==> config.mk <==
export PLATFORM = sky130hd
export DESIGN_NAME = inc_dec_unit
export DESIGN_NICKNAME = d
export VERILOG_FILES = /design/src/rtl/inc_dec_unit.sv
export SDC_FILE = /design/constraint.sdc
export NUM_CORES = 1
export LEC_CHECK = 0
export CORE_MARGIN = 3
export CORE_UTILIZATION = 60
export CTS_CLUSTER_SIZE = 8
export DETAILED_ROUTE_END_ITERATION = 7
export DONT_BUFFER_PORTS = 1
export PLACE_DENSITY = 0.75
export SYNTH_ARGS = -nofsm -noshare
export SYNTH_HDL_FRONTEND = slang
export SYNTH_HIERARCHICAL = 1
export SYNTH_SLANG_ARGS = --single-unit
export TNS_END_PERCENT = 30
==> constraint.sdc <==
create_clock -name clk -period 9.5 [get_ports clk]
set_input_delay 2.85 -clock clk [delete_from_list [all_inputs] [get_ports clk]]
set_output_delay 2.85 -clock clk [all_outputs]
set_load 0.03 [all_outputs]
==> src/rtl/inc_dec_unit.sv <==
// inc_dec_unit: +b / -b step primitive built from explicit ripple carry and
// borrow chains, plus a registered up/down counter that steps its own state
// through a second, independent pair of chains.

// One bit-sliced increment chain and one decrement chain sharing the step input.
module inc_dec_chain #(
    parameter int WIDTH = 16
) (
    input  logic [WIDTH-1:0] a,
    input  logic             b,
    output logic [WIDTH-1:0] inc_res,
    output logic             inc_carry,
    output logic [WIDTH-1:0] dec_res,
    output logic             dec_borrow
);

    logic [WIDTH:0] carry_s;
    logic [WIDTH:0] borrow_s;

    assign carry_s[0]  = b;
    assign borrow_s[0] = b;

    // Half-adder and half-subtractor per bit; carry/borrow ripple upward.
    for (genvar i = 0; i < WIDTH; i++) begin : g_bit
        assign inc_res[i]      = a[i] ^ carry_s[i];
        assign carry_s[i + 1]  = a[i] & carry_s[i];
        assign dec_res[i]      = a[i] ^ borrow_s[i];
        assign borrow_s[i + 1] = ~a[i] & borrow_s[i];
    end

    assign inc_carry  = carry_s[WIDTH];
    assign dec_borrow = borrow_s[WIDTH];

endmodule

module inc_dec_unit #(
    parameter int WIDTH = 16
) (
    input  logic             clk,
    input  logic             rst_n,
    input  logic [WIDTH-1:0] a,
    input  logic             b,
    output logic [WIDTH-1:0] inc_res,
    output logic             inc_carry,
    output logic [WIDTH-1:0] dec_res,
    output logic             dec_borrow,
    input  logic             load,
    input  logic [WIDTH-1:0] load_val,
    input  logic             en,
    input  logic             up,
    output logic [WIDTH-1:0] cnt,
    output logic             wrap
);

    logic [WIDTH-1:0] cnt_r;
    logic             wrap_r;
    logic [WIDTH-1:0] cnt_next_s;
    logic             wrap_next_s;
    logic [WIDTH-1:0] cnt_inc_s;
    logic             cnt_carry_s;
    logic [WIDTH-1:0] cnt_dec_s;
    logic             cnt_borrow_s;

    // Operand path: purely combinational, no dependency on clk or rst_n.
    inc_dec_chain #(.WIDTH(WIDTH)) u_op_chain (
        .a          (a),
        .b          (b),
        .inc_res    (inc_res),
        .inc_carry  (inc_carry),
        .dec_res    (dec_res),
        .dec_borrow (dec_borrow)
    );

    // Counter path: its own chains so a/b can never disturb the count.
    inc_dec_chain #(.WIDTH(WIDTH)) u_cnt_chain (
        .a          (cnt_r),
        .b          (1'b1),
        .inc_res    (cnt_inc_s),
        .inc_carry  (cnt_carry_s),
        .dec_res    (cnt_dec_s),
        .dec_borrow (cnt_borrow_s)
    );

    // Next counter state: load beats stepping; wrap flags only a wrapping step.
    always_comb begin
        cnt_next_s  = cnt_r;
        wrap_next_s = 1'b0;
        if (load) begin
            cnt_next_s  = load_val;
            wrap_next_s = 1'b0;
        end else if (en) begin
            if (up) begin
                cnt_next_s  = cnt_inc_s;
                wrap_next_s = cnt_carry_s;
            end else begin
                cnt_next_s  = cnt_dec_s;
                wrap_next_s = cnt_borrow_s;
            end
        end else begin
            cnt_next_s  = cnt_r;
            wrap_next_s = 1'b0;
        end
    end

    // Counter state register with asynchronous clear.
    always_ff @(posedge clk or negedge rst_n) begin
        if (!rst_n) begin
            cnt_r  <= {WIDTH{1'b0}};
            wrap_r <= 1'b0;
        end else begin
            cnt_r  <= cnt_next_s;
            wrap_r <= wrap_next_s;
        end
    end

    assign cnt  = cnt_r;
    assign wrap = wrap_r;

endmodule

# Word level (Yosys, flattened, before mapping)
# Index checks and enable logic that the tools add are counted.
# totals
regBits	17
out_inout_bits	51
# op_classes
bitwise_logic	155
reduce_logical	1
n_mux	6
# op_table
operator	n
bitwise AND 1 bit	62
XOR 1 bit	61
two-way mux 16 bit	3
NOT 1 bit	32
two-way mux 1 bit	3
nonzero test 2 bit	1

# Depth between registers and ports, before layout
# Gate-level depths: netlist (run 1).
# logic_depth
ltp_word	19
ltp_mapped	20

# Hierarchy
# Netlist (run 1), hierarchy kept.
# modules_own_cells
module	n_inst	area_each_um2	seq_area_each_um2	cells_each
inc_dec_chain	2	528.0	0.0	65
inc_dec_unit	1	1009.7	425.4	94

# Worst setup path before layout (run 1)
# No wires, ideal clock.
# synth_path
path_type	input to output
from	in a[0]
to	out dec_res[15]
required_ns	6.650
slack_ns	0.736
arrival_ns	5.914
path_buffers	0
cell_stages	18
cell_sequence	inv_1 ha_1 ha_1 ha_1 ha_1 ha_1 ha_1 ha_1 ha_1 ha_1 ha_1 ha_1 ha_1 ha_1 ha_1 ha_1 ha_1 inv_1
# synth_between
elab_chain_cells	17
# synth_lines
element	line	rtl
start: declaration	41	input logic [WIDTH-1:0] a,
NOT 1 bit	28	assign borrow_s[i + 1] = ~a[i] & borrow_s[i];
bitwise AND 1 bit (15 in a row)	28	
XOR 1 bit	27	assign dec_res[i] = a[i] ^ borrow_s[i];
end: declaration	45	output logic [WIDTH-1:0] dec_res,
# Every way passes these cells.

# Final worst setup path (run 1)
# Same ends and word-level chain as after synthesis.

==> results of run 1 <==
## flip-flops by register name (all words and copies together), names as in the netlist
name / cells
cnt: 16
wrap: 1
## where the power goes
group          internal [uW]  total, uW  switching, uW
clock network           16.3       39.6           23.2
registers               79.9        106           26.3
logic                   27.2       74.4           47.2
## area by class of cell
type,instances,area [sq um],share of cell area (%)
flip-flops and latches,17,425,20.6
inverters,80,300,14.5
multi-input cells,118,1260,60.9
well taps,44,55.1,2.67
clock buffers,4,26.3,1.27
## stage by stage
step                instance area, sq um  worst slack [ps]
floorplan                           2070               736
global placement                    2040               664
detailed placement                  2040               603
CTS                                 2060               603
global route                        2060               431
finish                              2060               631
## worst max path at each step
stage          startpoint           to  slack [ps]  cells past startpoint
5_1_grt              a[0]  inc_res[15]         430                     16
6_report             a[0]  dec_res[15]         630                     18
4_1_cts              a[0]  dec_res[15]         600                     18
3_3_place_gp         a[0]  dec_res[15]         660                     18
2_1_floorplan        a[0]  dec_res[15]         740                     18
3_5_place_dp         a[0]  dec_res[15]         600                     18
## cells by family (layout without fill, tap and decap cells)
group / Yosys count / in the layout / share of synthesized area [%]
and+or+nand+nor: 19 / 19 / 3.70
other: 1 / 2 / 0.182
AOI/OAI and AO/OA: 16 / 16 / 9.81
DFF: 17 / 17 / 20.6
adders and majority gates: 64 / 64 / 38.8
muxes: 17 / 17 / 8.24
buffers and inverters: 90 / 84 / 18.7
## critical path: stages
cell and delay, ps:
sky130_fd_sc_hd__inv_1 20, sky130_fd_sc_hd__ha_1 180, sky130_fd_sc_hd__ha_1 180, sky130_fd_sc_hd__ha_1 180
sky130_fd_sc_hd__ha_1 170, sky130_fd_sc_hd__ha_1 170, sky130_fd_sc_hd__ha_1 170, sky130_fd_sc_hd__ha_1 180
sky130_fd_sc_hd__ha_1 170, sky130_fd_sc_hd__ha_1 170, sky130_fd_sc_hd__ha_1 170, sky130_fd_sc_hd__ha_1 170
sky130_fd_sc_hd__ha_1 180, sky130_fd_sc_hd__ha_1 190, sky130_fd_sc_hd__ha_1 180, sky130_fd_sc_hd__ha_1 180
sky130_fd_sc_hd__ha_1 270, sky130_fd_sc_hd__inv_1 210
## metal layers
layer | share of wire, % | global-route usage [%] | vias to the layer above
met1 | 38 | 19.7 | 634
li1 | - | - | 697
met5 | 0 | 0 | -
met4 | 0.37 | 3.17 | 0
met2 | 53 | 35.4 | 56
met3 | 9.1 | 6.24 | 2
## cells in the final DEF (no fill, tap or decap), drive strengths merged
cell type / synthesis / layout
inv: 80 / 80
ha: 64 / 64
mux2i: 17 / 17
dfrtp: 17 / 17
nand2: 16 / 16
o221ai: 16 / 16
clkbuf: 1 / 4
conb: 1 / 2
nand2b: 1 / 1
nor2: 1 / 1
or2: 1 / 1
==> impl_metrics.json, run 1 <==
{
  "timing.critical_path.from_type": "input pin",
  "number_of_different_library_cells_in_the_post_synthesis_netlist": 16,
  "syn-cell-area_sq_um": 2070,
  "yosys_warnings": 6,
  "dp_cells": 259,
  "fill_cells": 287,
  "syn-instance-count": 224,
  "cp_required_ps": 6650,
  "hold_buffers": 0,
  "ant_nets": 0,
  "detail_route.drc_violations": 0,
  "grt_pass1_vias": 1376,
  "worst_r2r_endpoint": "cnt[15]$_DFFE_PN0P_",
  "final_nets": 322,
  "worst_r2r_path_depth": 20,
  "hold_violations": 0,
  "pin_count": 89,
  "timing.critical_path.to_type": "output pin",
  "maximum_fanout_encountered_on_the_critical_timing_path": 2,
  "flow.area_growth_from_synthesis_pct": -0.0606,
  "hold_path_depth": 2,
  "worstPathArrival_ps": 6020,
  "overall_power_uw": 220,
  "grt_antenna_before_repair": 0,
  "yosys.area.top_type_share_pct": 38.8,
  "ctsRootBufferMaster": "sky130_fd_sc_hd__clkbuf_4",
  "timing.max_slew.rel_slack_pct": 38.4,
  "final.period_utilization_pct": 93.4,
  "leakage_uw": 0.00138,
  "num_rows": 20,
  "rr_startpoint": "cnt[0]$_DFFE_PN0P_",
  "place.gp.congestion": 0.694,
  "timing.clock.skew_ps": 2.48,
  "wl_mm": 3.55,
  "synth_edf_count": 0,
  "start_util_pct": 65.0,
  "tritoncts": "yes",
  "maxSlewViolCount": 0,
  "numClockSinks": 17,
  "setup.worst_path.class": "in2out",
  "synth.cells.most_frequent": "80 x sky130_fd_sc_hd__inv_1, 64 x sky130_fd_sc_hd__ha_1, 17 x sky130_fd_sc_hd__dfrtp_1, 17 x sky130_fd_sc_hd__mux2i_1, 16 x sky130_fd_sc_hd__nand2_1",
  "largest_net_degree_at_the_start_of_global_routing": 19,
  "port_buffer_count": 0,
  "vias_per_cell": 5.28,
  "die_h_um": 64.7,
  "hold_path.startpoint": "cnt[8]$_DFFE_PN0P_",
  "min-delay-path-class": "reg2reg",
  "post_synth.cell_area_avg_sq_um": 9.22,
  "drt-wirelength-per-cell_um": 13.5,
  "numCtsBuffers": 3,
  "ctsLongestPathBuffers": 2,
  "layoutNonFillerInstCount": 263,
  "r2r_setup_slack_ps": 5400,
  "drt_first_iter_violations": 38,
  "fraction_of_layout_instances_using_a_drive_strength_above_1_pct": 5.94,
  "grt_util_all_layers_pct": 18.5,
  "max-vdd-ir-drop_uv": 86.2,
  "ys_async_sr_fraction_pct": 100,
  "clk-insertion-delay-late_ps": 290,
  "core_sq_um": 3180,
  "synth_seq_area_share_pct": 20.6,
  "dp_hpwl_mm": 2.96,
  "period_minus_slack_ps": 8870,
  "cts.htree.levels": 1,
  "ys_seq_elements": 17,
  "clk_pin_slew_worst_paths_ps": 100,
  "hold_ws_ps": 771,
  "p_per_area_nw_per_um2": 107,
  "worst-slew-pin-transition_ps": 923,
  "cts_repair_resize_count": 0,
  "n_antenna_cell": 0,
  "ys_top_cells_by_area": "sky130_fd_sc_hd__ha_1 39%, sky130_fd_sc_hd__dfrtp_1 21%, sky130_fd_sc_hd__inv_1 15%, sky130_fd_sc_hd__mux2i_1 8.2%, sky130_fd_sc_hd__o221ai_2 7.3%",
  "post_cts_setup_repair_buffer_count": 0,
  "synth_top_flop_cell": "sky130_fd_sc_hd__dfrtp_1",
  "grt_setup_unrepaired": "false",
  "grt_first_pass_wirelength_mm": 6.07,
  "synthDominantAreaCellType": "sky130_fd_sc_hd__ha_1",
  "yosys.cell_count.top_type": "sky130_fd_sc_hd__inv_1",
  "floorplan.die.width_um": 64.7,
  "final_layout_setup_total_negative_slack_ps": 0,
  "outcome": "finished clean",
  "dieArea_sq_um": 4180,
  "finish.utilization_pct": 65.0,
  "sink_of_the_worst_hold_path": "cnt[8]$_DFFE_PN0P_",
  "achievable-frequency_mhz": 113,
  "detailroute.via_count": 1389,
  "drt-pass1-iter-count": 4,
  "grt_overflow": 0,
  "cap_violations": 0,
  "setup_viol": 0
}
Note: power is estimated with default switching activity, not from simulation.
==> inputs of run 2 (changes only) <==
==> constraint.sdc (replaced) <==
create_clock -name clk -period 10.6 [get_ports clk]
set_input_delay 3.18 -clock clk [delete_from_list [all_inputs] [get_ports clk]]
set_output_delay 3.18 -clock clk [all_outputs]
set_load 0.03 [all_outputs]
==> impl_metrics.json, run 2 (same netlist as run 1, synthesis figures left out) <==
{
  "cp_required_ps": 7420,
  "timing.clock.skew_ps": 2.56,
  "vias_per_cell": 5.33,
  "use_met2_pct": 36.2,
  "drt-wirelength-per-cell_um": 13.5,
  "grt_util_all_layers_pct": 18.4,
  "dieArea_sq_um": 4180,
  "timing.critical_path.from_type": "input pin",
  "grt_overflow": 0,
  "critPathSlowestCell": "sky130_fd_sc_hd__ha_1",
  "r2r_setup_slack_ps": 6500,
  "post_cts_setup_repair_buffer_count": 0,
  "outcome": "finished clean",
  "numClockSinks": 17,
  "worstPathArrival_ps": 6360,
  "cp-endpoint": "inc_res[15]",
  "maxSlewViolCount": 0,
  "layout.cells.most_common": "sky130_fd_sc_hd__inv_1",
  "hold_violations": 0,
  "final.period_utilization_pct": 90.0,
  "fraction_of_layout_instances_using_a_drive_strength_above_1_pct": 5.94,
  "cts_repair_resize_count": 0,
  "drt_first_iter_violations": 18,
  "final_nets": 322,
  "cap_violations": 0,
  "maximum_fanout_encountered_on_the_critical_timing_path": 2,
  "grt_util_met1_pct": 18.5,
  "p_per_area_nw_per_um2": 95.8,
  "start_util_pct": 65.0,
  "flow.area_growth_from_synthesis_pct": -0.0606,
  "fill_cells": 283,
  "ctsRootBufferMaster": "sky130_fd_sc_hd__clkbuf_4",
  "path_common_cell": "sky130_fd_sc_hd__ha_1",
  "final_layout_setup_total_negative_slack_ps": 0,
  "grt_antenna_before_repair": 0,
  "detailroute.via_count": 1401,
  "pin_count": 89,
  "dp_hpwl_mm": 2.98,
  "worst_r2r_path_depth": 20,
  "largest_register_ff_count": 16,
  "cp-startpoint": "a[0]",
  "grt_pass1_vias": 1358,
  "numCtsBuffers": 3,
  "period_minus_slack_ps": 9540,
  "place.gp.congestion": 0.694,
  "overall_power_uw": 198,
  "clk_pin_slew_worst_paths_ps": 100,
  "met3_usage_pct": 6.07,
  "placed_area_sq_um": 2040,
  "floorplan.die.width_um": 64.7,
  "n_antenna_cell": 0,
  "timing.critical_path.cells": "ha_1 > ha_1 > ha_1 > ha_1 > ha_1 > ha_1 > ha_1 > ha_1 > ha_1 > ha_1 > ha_1 > ha_1 > ha_1 > ha_1 > ha_1 > ha_1",
  "setup_viol": 0,
  "largest_net_degree_at_the_start_of_global_routing": 19,
  "rr_startpoint": "cnt[0]$_DFFE_PN0P_",
  "detail_route.drc_violations": 0,
  "setup.worst_path.class": "in2out",
  "timing.max_slew.rel_slack_pct": 36.9,
  "worst_r2r_endpoint": "cnt[15]$_DFFE_PN0P_",
  "ctsLongestPathBuffers": 2,
  "clk-insertion-delay-late_ps": 290,
  "final_cell_mix": "80 x sky130_fd_sc_hd__inv_1, 64 x sky130_fd_sc_hd__ha_1, 17 x sky130_fd_sc_hd__mux2i_1, 17 x sky130_fd_sc_hd__dfrtp_1, 16 x sky130_fd_sc_hd__nand2_1",
  "grt_setup_unrepaired": "false",
  "grt_busiest_layer": "met2",
  "core_sq_um": 3180,
  "min-delay-path-class": "reg2reg",
  "finalInstanceArea_sq_um": 2060,
  "slowest_delay_ps": 440,
  "port_buffer_count": 0,
  "hold_buffers": 0,
  "multi_input_area_sq_um": 1260,
  "timing.critical_path.to_type": "output pin",
  "leakage_uw": 0.00138,
  "drt-pass1-iter-count": 4,
  "achievable-frequency_mhz": 105,
  "die_h_um": 64.7,
  "num_rows": 20,
  "wl_mm": 3.56,
  "cts.htree.levels": 1,
  "layout.area.seq_sq_um": 425,
  "hold_path.startpoint": "cnt[8]$_DFFE_PN0P_",
  "worst-slew-pin-transition_ps": 946,
  "max-vdd-ir-drop_uv": 68.8,
  "ant_nets": 0,
  "grt_first_pass_wirelength_mm": 6.04,
  "tritoncts": "yes"
}
[run 2: cell counts in the layout (fill, tap and decap cells not counted)]
No cell type changed its count.
[run 2: report_power, final]
part / internal [uW] / switching [uW]
Combinational: 24.3 / 42.4
Clock: 14.6 / 21.2
Sequential: 71.6 / 23.6
Total: 111 / 87.1
[run 2: stage by stage]
stage          setup slack [ps]  hold WS (ps)  std cells  util [%]
2_1_floorplan              1180           727        225         -
3_5_place_dp               1040           770        259      64.1
3_3_place_gp               1100           752        259      64.1
4_1_cts                    1030           784        263      65.0
5_1_grt                     853           815        263      65.0
6_report                   1060           778        263      65.0
[run 2: layer usage]
metal | up-vias | share of wire, %
met3 | 4 | 8.7
met4 | 0 | 0.96
met5 | - | 0
met1 | 637 | 37
li1 | 701 | -
met2 | 59 | 53
[run 2: area by class of cell]
class | instances | share of cell area (%)
clock buffers | 4 | 1.27
multi-input cells | 118 | 60.9
flip-flops and latches | 17 | 20.6
well taps | 44 | 2.67
inverters | 80 | 14.5
[run 2: worst min path at each step]
stage                                     to  cells after the start
final                     cnt[8]$_DFFE_PN0P_                      2
after global routing      cnt[0]$_DFFE_PN0P_                      2
after CTS                 cnt[8]$_DFFE_PN0P_                      2
after detailed placement  cnt[8]$_DFFE_PN0P_                      2
after global placement    cnt[8]$_DFFE_PN0P_                      2
after floorplan           cnt[8]$_DFFE_PN0P_                      2
[run 2: worst max-delay path, delay by kind of cell]
kind                     cells  cell delay, ps
adder cells (fa/ha/maj)     16            3170
==> inputs of run 3 (changes only) <==
--- a/config.mk
+++ b/config.mk
@@ -13,6 +13,5 @@
 export PLACE_DENSITY = 0.75
 export SYNTH_ARGS = -nofsm -noshare
 export SYNTH_HDL_FRONTEND = slang
-export SYNTH_HIERARCHICAL = 1
 export SYNTH_SLANG_ARGS = --single-unit
 export TNS_END_PERCENT = 30
==> impl_metrics.json, run 3 <==
{
  "outcome": "finished clean",
  "timing.clock.skew_ps": 0.601,
  "yosys.cell_count.top_type": "sky130_fd_sc_hd__inv_1",
  "largest_net_degree_at_the_start_of_global_routing": 30,
  "number_of_different_library_cells_in_the_post_synthesis_netlist": 34,
  "min-delay-path-class": "reg2reg",
  "cp_required_ps": 7420,
  "layout.area.seq_sq_um": 425,
  "grt_antenna_before_repair": 0,
  "numClockSinks": 17,
  "drt_first_iter_violations": 60,
  "grt_setup_unrepaired": "false",
  "place.gp.congestion": 0.864,
  "ys_seq_elements": 17,
  "grt_util_met1_pct": 22.8,
  "ctsLongestPathBuffers": 2,
  "timing.critical_path.from_type": "input pin",
  "dp_hpwl_mm": 2.88,
  "hold_violations": 0,
  "fraction_of_layout_instances_using_a_drive_strength_above_1_pct": 8.81,
  "finalWorstSetupSlack_ps": 1010,
  "final_cell_mix": "34 x sky130_fd_sc_hd__inv_1, 32 x sky130_fd_sc_hd__ha_1, 18 x sky130_fd_sc_hd__nand2_1, 17 x sky130_fd_sc_hd__dfrtp_1, 14 x sky130_fd_sc_hd__o21ai_0",
  "placed_area_sq_um": 1690,
  "syn-cell-area_sq_um": 1720,
  "cp_top_family": "adder cells",
  "post-place-ws_ps": 989,
  "core_sq_um": 2610,
  "slowest_delay_ps": 270,
  "dieArea_sq_um": 3550,
  "grt_pass1_vias": 1387,
  "cts.htree.levels": 1,
  "clk-insertion-delay-late_ps": 290,
  "fill_cells": 228,
  "numCtsBuffers": 3,
  "ys_top_cells_by_area": "sky130_fd_sc_hd__dfrtp_1 25%, sky130_fd_sc_hd__ha_1 23%, sky130_fd_sc_hd__inv_1 7.4%, sky130_fd_sc_hd__mux2_2 4.6%, sky130_fd_sc_hd__xnor2_1 4.6%",
  "wl_mm": 3.58,
  "p_per_area_nw_per_um2": 109,
  "synth_edf_count": 0,
  "worstPathArrival_ps": 6410,
  "critical_path_buf_inv_count": 2,
  "port_buffer_count": 0,
  "cap_violations": 0,
  "post_synth.cell_area_avg_sq_um": 8.66,
  "maximum_fanout_encountered_on_the_critical_timing_path": 2,
  "pin_count": 89,
  "flow.area_growth_from_synthesis_pct": -0.145,
  "synth_top_flop_cell": "sky130_fd_sc_hd__dfrtp_1",
  "cts_repair_resize_count": 0,
  "final_layout_setup_total_negative_slack_ps": 0,
  "largest_register_ff_count": 16,
  "hold_buffers": 0,
  "critPathSlowestCell": "sky130_fd_sc_hd__ha_1",
  "detailroute.via_count": 1367,
  "yosys_warnings": 0,
  "tritoncts": "yes",
  "synth.net_count": 269,
  "ant_nets": 0,
  "timing.critical_path.to_type": "output pin",
  "path_common_cell": "sky130_fd_sc_hd__ha_1",
  "met3_usage_pct": 5.23,
  "finalInstanceArea_sq_um": 1720,
  "grt_overflow": 0,
  "worst-slew-pin-transition_ps": 557,
  "final.period_utilization_pct": 90.5,
  "hold_ws_ps": 780,
  "achievable-frequency_mhz": 104,
  "leakage_uw": 0.000874,
  "clk_pin_slew_worst_paths_ps": 100,
  "n_antenna_cell": 0,
  "synth.cells.most_frequent": "34 x sky130_fd_sc_hd__inv_1, 32 x sky130_fd_sc_hd__ha_1, 18 x sky130_fd_sc_hd__nand2_1",
  "ctsRootBufferMaster": "sky130_fd_sc_hd__clkbuf_4",
  "layout.cells.most_common": "sky130_fd_sc_hd__inv_1",
  "setup.worst_path.class": "in2out",
  "timing.max_slew.rel_slack_pct": 62.8,
  "ys_async_sr_fraction_pct": 100,
  "period_minus_slack_ps": 9590,
  "drt-wirelength-per-cell_um": 16.1,
  "max-vdd-ir-drop_uv": 109,
  "die_h_um": 59.6,
  "setup_viol": 0,
  "grt_busiest_layer": "met2",
  "num_rows": 18,
  "maxSlewViolCount": 0,
  "yosys.area.top_type_share_pct": 24.7,
  "grt_util_all_layers_pct": 20.4,
  "finish.utilization_pct": 65.9,
  "drt-pass1-iter-count": 4,
  "start_util_pct": 65.9,
  "floorplan.die.width_um": 59.6,
  "synth_seq_area_share_pct": 24.7,
  "synthDominantAreaCellType": "sky130_fd_sc_hd__dfrtp_1",
  "syn-instance-count": 199,
  "grt_first_pass_wirelength_mm": 5.65,
  "vias_per_cell": 6.13,
  "final_nets": 264,
  "detail_route.drc_violations": 0,
  "use_met2_pct": 39.0,
  "post_cts_setup_repair_buffer_count": 0,
  "multi_input_area_sq_um": 1100,
  "timing.critical_path.cells": "inv_1 > ha_1 > ha_1 > ha_1 > ha_1 > ha_1 > ha_1 > ha_1 > ha_1 > ha_1 > ha_1 > ha_1 > ha_1 > ha_1 > ha_1 > ha_1 > ha_1 > inv_1"
}
## run 3: cell types whose count changed in the layout (fill, tap and decap cells not counted), sizes merged, moves of 8 or more
cell,before,now
inv,80,34
o221ai,16,0
o21ai,0,14
mux2i,17,2
nor3,0,8
xnor2,0,9
ha,64,32
## run 3: path summary, 6_finish.rpt
| kind | start | endpoint | slack (ps) | cells past startpoint |
|---|---|---|---|---|
| min reg2reg | cnt[15]$_DFFE_PN0P_ | cnt[15]$_DFFE_PN0P_ | 780 | 2 |
| min | cnt[15]$_DFFE_PN0P_ | cnt[15]$_DFFE_PN0P_ | 780 | 2 |
| max reg2reg | cnt[1]$_DFFE_PN0P_ | cnt[14]$_DFFE_PN0P_ | 8060 | 5 |
| max | a[0] | dec_res[15] | 1010 | 18 |
| min in group asynchronous | rst_n | cnt[3]$_DFFE_PN0P_ | 2570 | 0 |
| max in group asynchronous | rst_n | cnt[0]$_DFFE_PN0P_ | 7960 | 0 |
## run 3: kinds of logic after synthesis
family	Yosys count	synth area share, %
AND/OR/NAND/NOR	61	19.1
buffers and inverters	44	11.3
adder cells (fa/ha/maj)	32	23.2
AO/OA/AOI/OAI	22	8.86
flip-flops	17	24.7
XOR/XNOR	14	7.12
multiplexers	9	5.74
## run 3: final cells by class
class,count,area share (%)
Sequential cell,17,24.7
Clock buffer,4,1.53
Tap cell,30,2.18
Multi-Input combinational cell,138,64.1
Inverter,34,7.42
## run 3: worst reg2reg max path: stages (launching register included)
cell                      delay (ps)
sky130_fd_sc_hd__dfrtp_1         560
sky130_fd_sc_hd__or4_4           660
sky130_fd_sc_hd__or4_4           590
sky130_fd_sc_hd__o32ai_4         280
sky130_fd_sc_hd__nor3b_1          80
sky130_fd_sc_hd__a221o_1         260
## run 3: per-layer routing
metal	part of all wire [%]	vias up
met3	8.0	2
met4	0.67	0
met2	55	59
li1	-	663
met5	0	-
met1	36	643
## run 3: through the flow
| step | cells | total power [uW] |
|---|---|---|
| final | 223 | 188 |
| after global routing | 223 | 200 |
| after CTS | 223 | 190 |
| after detailed placement | 219 | 154 |
| after global placement | 219 | 152 |
| after floorplan | 199 | 151 |
## run 3: report_power, final
group / switching [uW] / internal (uW)
clock: 20.6 / 14.6
combinational: 32.8 / 19.5
sequential: 28.8 / 71.4
total: 82.2 / 106
